--- src/rtl/alu_pkg.sv ---
// alu_pkg: shared types and constants for the ALU control decoder and the
// multi-cycle ALU execution block.
//   alu_ctl_e   : 3-bit ALU control code produced by the decoder
//   FUNCT_*     : R-type function codes understood by the decoder
//   ALU_OP_*    : main-control alu_op encodings
//   alu_state_e : execution FSM states (IDLE -> EXEC -> DONE)
package alu_pkg;

    typedef enum logic [2:0] {
        CTL_AND     = 3'b000,
        CTL_OR      = 3'b001,
        CTL_ADD     = 3'b010,
        CTL_MUL     = 3'b011,
        CTL_ROL     = 3'b100,
        CTL_ROR     = 3'b101,
        CTL_SUB     = 3'b110,
        CTL_ILLEGAL = 3'b111
    } alu_ctl_e;

    localparam logic [5:0] FUNCT_ADD = 6'b100000;
    localparam logic [5:0] FUNCT_ROL = 6'b100001;
    localparam logic [5:0] FUNCT_SUB = 6'b100010;
    localparam logic [5:0] FUNCT_ROR = 6'b100011;
    localparam logic [5:0] FUNCT_AND = 6'b100100;
    localparam logic [5:0] FUNCT_OR  = 6'b100101;
    localparam logic [5:0] FUNCT_MUL = 6'b011000;

    localparam logic [1:0] ALU_OP_ADD = 2'b00;
    localparam logic [1:0] ALU_OP_SUB = 2'b01;

    typedef enum logic [1:0] {
        IDLE = 2'b00,
        EXEC = 2'b01,
        DONE = 2'b10
    } alu_state_e;

endpackage

--- src/rtl/alu_ctl_decode.sv ---
// alu_ctl_decode: combinational ALU control decoder, shared with the main
// control unit.
//   alu_op [1:0] : 00 = ADD (loads/stores), 01 = SUB (branch compare),
//                  1x = R-type, operation taken from funct
//   funct  [5:0] : R-type function code
//   ctl          : decoded alu_ctl_e; unknown functs give CTL_ILLEGAL
// Build option: ALU_MULT_EN makes funct 011000 decode to CTL_MUL; without it
// that code is illegal like any other unsupported funct.
module alu_ctl_decode
    import alu_pkg::*;
(
    input  logic [1:0] alu_op,
    input  logic [5:0] funct,
    output alu_ctl_e   ctl
);

    always_comb begin
        ctl = CTL_ILLEGAL;
        case (alu_op)
            ALU_OP_ADD: ctl = CTL_ADD;
            ALU_OP_SUB: ctl = CTL_SUB;
            default: begin
                case (funct)
                    FUNCT_ADD: ctl = CTL_ADD;
                    FUNCT_ROL: ctl = CTL_ROL;
                    FUNCT_SUB: ctl = CTL_SUB;
                    FUNCT_ROR: ctl = CTL_ROR;
                    FUNCT_AND: ctl = CTL_AND;
                    FUNCT_OR:  ctl = CTL_OR;
`ifdef ALU_MULT_EN
                    FUNCT_MUL: ctl = CTL_MUL;
`endif
                    default:   ctl = CTL_ILLEGAL;
                endcase
            end
        endcase
    end

endmodule

--- src/rtl/alu_exec_seq.sv ---
// alu_exec_seq: multi-cycle ALU between control/register file and writeback.
// Decodes alu_op/funct, executes on WIDTH-bit operands, returns result+flags.
//   clk, rst_n            : clock (rising edge), asynchronous active-low reset
//   in_valid/in_ready     : request handshake; alu_op, funct, op_a, op_b, shamt
//                           are captured on the accepting edge
//   out_valid/out_ready   : result handshake; result, zero, ovf, illegal
//   dbg_state             : current FSM state, for observation only
// Handshake rule (both sides): a transfer occurs at a rising edge where
// valid && ready are both 1. out_valid and the result/flags stay stable until
// that transfer; in_ready is high in IDLE, and in DONE whenever out_ready is
// high, so a new request can be taken on the same edge the result drains.
// Rotates run one bit per EXEC cycle (shamt = 0 still spends one cycle).
// Build option: ALU_MULT_EN adds an iterative shift-add multiplier (WIDTH EXEC
// cycles, low product half returned, ovf when the high half is nonzero).
module alu_exec_seq
    import alu_pkg::*;
#(
    parameter int WIDTH   = 32,
    parameter int SHAMT_W = $clog2(WIDTH)
) (
    input  logic               clk,
    input  logic               rst_n,
    input  logic               in_valid,
    output logic               in_ready,
    input  logic [1:0]         alu_op,
    input  logic [5:0]         funct,
    input  logic [WIDTH-1:0]   op_a,
    input  logic [WIDTH-1:0]   op_b,
    input  logic [SHAMT_W-1:0] shamt,
    output logic               out_valid,
    input  logic               out_ready,
    output logic [WIDTH-1:0]   result,
    output logic               zero,
    output logic               ovf,
    output logic               illegal,
    output alu_state_e         dbg_state
);

    // One extra bit so the multiplier's WIDTH iteration count fits.
    localparam int CNT_W = SHAMT_W + 1;

    alu_state_e       state_q, state_d;
    alu_ctl_e         ctl_dec, ctl_q;
    logic [WIDTH-1:0] a_q, b_q;
    logic [CNT_W-1:0] cnt_q;
    logic [WIDTH-1:0] result_q;
    logic             zero_q, ovf_q, illegal_q;

    logic             accept;
    logic             exec_last;
    logic [WIDTH-1:0] sum, diff, rot;
    logic [WIDTH-1:0] exec_res;
    logic             exec_ovf, exec_ill;

    alu_ctl_decode u_decode (
        .alu_op (alu_op),
        .funct  (funct),
        .ctl    (ctl_dec)
    );

    assign accept    = in_valid && in_ready;
    assign result    = result_q;
    assign zero      = zero_q;
    assign ovf       = ovf_q;
    assign illegal   = illegal_q;
    assign dbg_state = state_q;

`ifdef ALU_MULT_EN
    localparam logic [CNT_W-1:0] MUL_ITERS = CNT_W'(WIDTH);

    // Right-shifting product register: upper half accumulates, lower half
    // starts as the multiplier and is consumed one bit per cycle.
    logic [2*WIDTH-1:0] prod_q, prod_step;
    logic [WIDTH-1:0]   addend;
    logic [WIDTH:0]     hi_sum;

    always_comb begin
        addend    = prod_q[0] ? a_q : {WIDTH{1'b0}};
        hi_sum    = {1'b0, prod_q[2*WIDTH-1:WIDTH]} + {1'b0, addend};
        prod_step = {hi_sum, prod_q[WIDTH-1:1]};
    end

    always_ff @(posedge clk or negedge rst_n) begin
        if (!rst_n) begin
            prod_q <= '0;
        end else if (accept) begin
            prod_q <= {{WIDTH{1'b0}}, op_b};
        end else if (state_q == EXEC && ctl_q == CTL_MUL) begin
            prod_q <= prod_step;
        end
    end
`endif

    // Last EXEC cycle of the current operation.
    always_comb begin
        case (ctl_q)
            CTL_ROL, CTL_ROR: exec_last = (cnt_q <= CNT_W'(1));
`ifdef ALU_MULT_EN
            CTL_MUL:          exec_last = (cnt_q == CNT_W'(1));
`endif
            default:          exec_last = 1'b1;
        endcase
    end

    // FSM next state and handshake outputs.
    always_comb begin
        state_d   = state_q;
        in_ready  = 1'b0;
        out_valid = 1'b0;
        case (state_q)
            IDLE: begin
                in_ready = 1'b1;
                if (in_valid) state_d = EXEC;
            end
            EXEC: begin
                if (exec_last) state_d = DONE;
            end
            DONE: begin
                out_valid = 1'b1;
                in_ready  = out_ready;
                if (out_ready) state_d = in_valid ? EXEC : IDLE;
            end
            default: state_d = IDLE;
        endcase
    end

    always_ff @(posedge clk or negedge rst_n) begin
        if (!rst_n) state_q <= IDLE;
        else        state_q <= state_d;
    end

    // Datapath for the final EXEC cycle.
    always_comb begin
        sum      = a_q + b_q;
        diff     = a_q - b_q;
        rot      = (ctl_q == CTL_ROL) ? {a_q[WIDTH-2:0], a_q[WIDTH-1]}
                                      : {a_q[0], a_q[WIDTH-1:1]};
        exec_res = '0;
        exec_ovf = 1'b0;
        exec_ill = 1'b0;
        case (ctl_q)
            CTL_AND: exec_res = a_q & b_q;
            CTL_OR:  exec_res = a_q | b_q;
            CTL_ADD: begin
                exec_res = sum;
                exec_ovf = (a_q[WIDTH-1] == b_q[WIDTH-1]) && (sum[WIDTH-1] != a_q[WIDTH-1]);
            end
            CTL_SUB: begin
                exec_res = diff;
                exec_ovf = (a_q[WIDTH-1] != b_q[WIDTH-1]) && (diff[WIDTH-1] != a_q[WIDTH-1]);
            end
            // A zero rotate amount finishes in one cycle with A unchanged.
            CTL_ROL, CTL_ROR: exec_res = (cnt_q == '0) ? a_q : rot;
`ifdef ALU_MULT_EN
            CTL_MUL: begin
                exec_res = prod_step[WIDTH-1:0];
                exec_ovf = |prod_step[2*WIDTH-1:WIDTH];
            end
`endif
            default: exec_ill = 1'b1;
        endcase
    end

    always_ff @(posedge clk or negedge rst_n) begin
        if (!rst_n) begin
            ctl_q     <= CTL_ILLEGAL;
            a_q       <= '0;
            b_q       <= '0;
            cnt_q     <= '0;
            result_q  <= '0;
            zero_q    <= 1'b0;
            ovf_q     <= 1'b0;
            illegal_q <= 1'b0;
        end else if (accept) begin
            ctl_q <= ctl_dec;
            a_q   <= op_a;
            b_q   <= op_b;
`ifdef ALU_MULT_EN
            cnt_q <= (ctl_dec == CTL_MUL) ? MUL_ITERS : {1'b0, shamt};
`else
            cnt_q <= {1'b0, shamt};
`endif
        end else if (state_q == EXEC) begin
            if (ctl_q == CTL_ROL || ctl_q == CTL_ROR) a_q <= rot;
            if (cnt_q != '0) cnt_q <= cnt_q - CNT_W'(1);
            if (exec_last) begin
                result_q  <= exec_res;
                zero_q    <= (exec_res == '0);
                ovf_q     <= exec_ovf;
                illegal_q <= exec_ill;
            end
        end
    end

endmodule

--- config.mk ---
export PLATFORM = sky130hd
export DESIGN_NAME = alu_exec_seq
export DESIGN_NICKNAME = d
export VERILOG_FILES = /design/src/rtl/alu_pkg.sv /design/src/rtl/alu_ctl_decode.sv /design/src/rtl/alu_exec_seq.sv
export SDC_FILE = /design/constraint.sdc
export NUM_CORES = 1
export LEC_CHECK = 0
export BUFFER_PORTS_ARGS = -buffer_cell sky130_fd_sc_hd__buf_2
export CAP_MARGIN = 25
export CORE_ASPECT_RATIO = 0.9
export CORE_MARGIN = 2
export CORE_UTILIZATION = 35
export DETAILED_ROUTE_END_ITERATION = 7
export SLEW_MARGIN = 20
export SYNTH_ARGS = -nofsm -noshare
export SYNTH_HDL_FRONTEND = slang
export SYNTH_HIERARCHICAL = 1
export SYNTH_SLANG_ARGS = --single-unit
--- constraint.sdc ---
create_clock -name clk -period 6.8 [get_ports clk]
set_clock_uncertainty 0.15 [all_clocks]
set_input_delay 1.36 -clock clk [delete_from_list [all_inputs] [get_ports clk]]
set_output_delay 1.36 -clock clk [all_outputs]
set_load 0.03 [all_outputs]
==> flow_summary.ini <==
[setup_path]
cp_num_buf_inv = 2
cp_max_fo = 49
cp_data_required_time_ps = 6950
worstReg2RegEnd = zero$_DFFE_PN0P_
crit_path_max_incr_delay_ps = 1170
crit_arrival_ps = 4950
critPathCaptureType = flop
cp_cell_sequence = inv_1 -> buf_4 -> a22o_1 -> a311oi_1 -> a41oi_1 -> or4b_1 -> nor4_1 -> and4_1 -> nand4_1 -> o31ai_2
cp.depth = 10
ff2ff_path_depth = 10
startpoint_type = flop
cpMaxStageDelayCell = dfstp_2
crit_family = simple AND/OR/NAND/NOR gates
critPathLaunch = ctl_q[2]$_DFFE_PN1P_
timing.rr.start = ctl_q[2]$_DFFE_PN1P_
rrSetupSlack_ps = 2000
path_class = reg2reg

[drt]
route.final.wire_length_um = 39500
drt_first_pass_iters = 5
routedWlPerCell_um = 21.5
ant_nets = 0
vias = 10800
drt_iter0_markers = 1118
drc_errors = 0
routed_via_density = 5.85

[clock_tree]
cts_resized = 0
clockBufferDepth = 2
clock-sinks = 110
cts-buffers-inserted = 9
postCtsSetupRepairBufs = 0
clock-root-buffer = clkbuf_16
cts-hold-fix-buffers = 0
clkTransAtPathRegs_ps = 90
cts_tree = yes
cts_max_level = 3
clock_latency_ps = 380

[synthesis]
yosys.area.top_type = dfrtp_1
avgSynthCellArea_um2 = 7.52
synth_cell_types = 79
synth-seq-cells = 110
synth_cells = 1383
yosysWarnings = 6
synth_most_common_cell = nand2_1
synth_ff_type = dfrtp_1
ys_top_cells_by_area = dfrtp_1 26%, ha_1 12%, nand2_1 6.4%
netlist.area_leader.share_pct = 25.7
synth_common_cells = 176 x nand2_1, 131 x a21oi_1, 130 x o21ai_0, 128 x nor2_1, 107 x dfrtp_1
yosysSeqAreaShare_pct = 26.5
synth-edff-count = 0
synth.net_count = 1569
synth_async_sr_flop_share_pct = 100
netlist_area_mm2 = 0.0104

[hold_path]
hold_path.class = reg2reg
holdPathStages = 1
min_from = result[26]$_DFFE_PN0P_
holdPathEnd = result[26]$_DFFE_PN0P_

[sta]
max_freq_ghz = 0.208
setup_tns_ps = 0
post-route-period-util_pct = 70.6
setup_ws_ps = 2000
slew_violations = 0
rsz0062_at_grt = false
relSlewSlack_pct = 24.0
setup_viol = 0
worstMarginPinSlew_ps = 1130
period_minus_slack_ps = 4800
hold_viol_final = 0

[floorplan]
io_pins = 120
die_h_um = 168
rows = 59
start_util_pct = 35.8
die_x_um = 186
core_area_mm2 = 0.0291
die_area_mm2 = 0.0311

[placed_design]
place_ws_ps = 2090
dp_hpwl_um = 29800
numPortBuffers = 119
gp_congestion = 0.948

[finish]
area_growth_pct = 11.6
finish.utilization_pct = 39.9
antenna_cells = 0
drive_gt1_share_pct = 12.2
nFillCells = 3130
fin_nets = 1626

[global_route]
grt_usage_pct = 25.0
antenna_found_initial = 3
grt_pass1_vias = 9863
overflow = 0
grt_max_degree = 103
grt_pass1_wl_um = 59400

[run_status]
status = complete, no violations

[run]
drv_cap = 0
[metrics by stage]
step	cells	hold WS, ps	area (um2)
floorplan	1383	379	10400
CTS	1840	332	11600
global route	1841	343	11600
detailed placement	1824	313	11300
finish	1841	328	11600
global placement	1823	308	11300
[layout make-up]
cell class | count | area [um2] | area share (%)
clock buffer | 9 | 225 | 1.94
clock inverter | 7 | 77.6 | 0.668
inverter | 101 | 379 | 3.27
multi-input combinational | 1081 | 6920 | 59.6
sequential | 110 | 2760 | 23.7
tap | 396 | 495 | 4.27
timing repair buffer | 137 | 753 | 6.49
[cell families after synthesis]
group / synth area share, %
DFF: 26.5
xor gates and xnor gates: 2.53
buffers and inverters: 7.01
and+or+nand+nor: 19.2
adders and majority gates: 12.8
muxes: 2.03
AOI/OAI and AO/OA: 29.9
[layer usage]
layer	vias to the layer above	share of wire, %	GRT usage [%]
li1	5066	-	-
met1	5134	48	38.6
met2	524	40	34.2
met3	42	11	7.11
met4	0	1.4	4.93
met5	-	0	0
[how the worst max path moves through the flow]
stage / endpoint / slack (ps)
after floorplan: zero$_DFFE_PN0P_ / 3190
after global placement: zero$_DFFE_PN0P_ / 2180
after detailed placement: zero$_DFFE_PN0P_ / 2090
after CTS: zero$_DFFE_PN0P_ / 2070
after global routing: zero$_DFFE_PN0P_ / 1780
final: zero$_DFFE_PN0P_ / 2000
[sequential cells by signal (all words and copies together) (netlist names)]
name,flops
illegal,1
a_q,32
dbg_state,2
zero,1
b_q,32
ctl_q,3
cnt_q,6
result,32
ovf,1
[layout by cell type, fill, tap and decap left out, types with 6 or more instances in the layout]
| cell | count |
|---|---|
| nand2b_1 | 15 |
| nor2b_1 | 16 |
| o221ai_1 | 24 |
| nor3_1 | 24 |
| nand4_1 | 6 |
| o31ai_1 | 7 |
| a21oi_1 | 131 |
| mux2i_1 | 20 |
| o211ai_1 | 20 |
| a211oi_1 | 34 |
| a211o_1 | 7 |
| dfrtp_1 | 107 |
| a22o_1 | 16 |
| nor2_1 | 128 |
| and2_1 | 6 |
| o22ai_1 | 11 |
| nand3_1 | 33 |
| o21bai_1 | 6 |
| o21ai_0 | 130 |
| inv_1 | 100 |
| nor4_1 | 11 |
| ha_1 | 103 |
| clkbuf_16 | 9 |
| a221oi_1 | 8 |
| buf_2 | 118 |
| nand2_1 | 176 |
| buf_4 | 17 |
| a41oi_1 | 6 |
| a21o_1 | 8 |
| o21a_1 | 6 |
| a31oi_1 | 14 |
| xor2_1 | 7 |
| xnor2_1 | 23 |
Power is not shown: default switching activity piles up to over one toggle a cycle in this logic, so the estimate is an artifact.
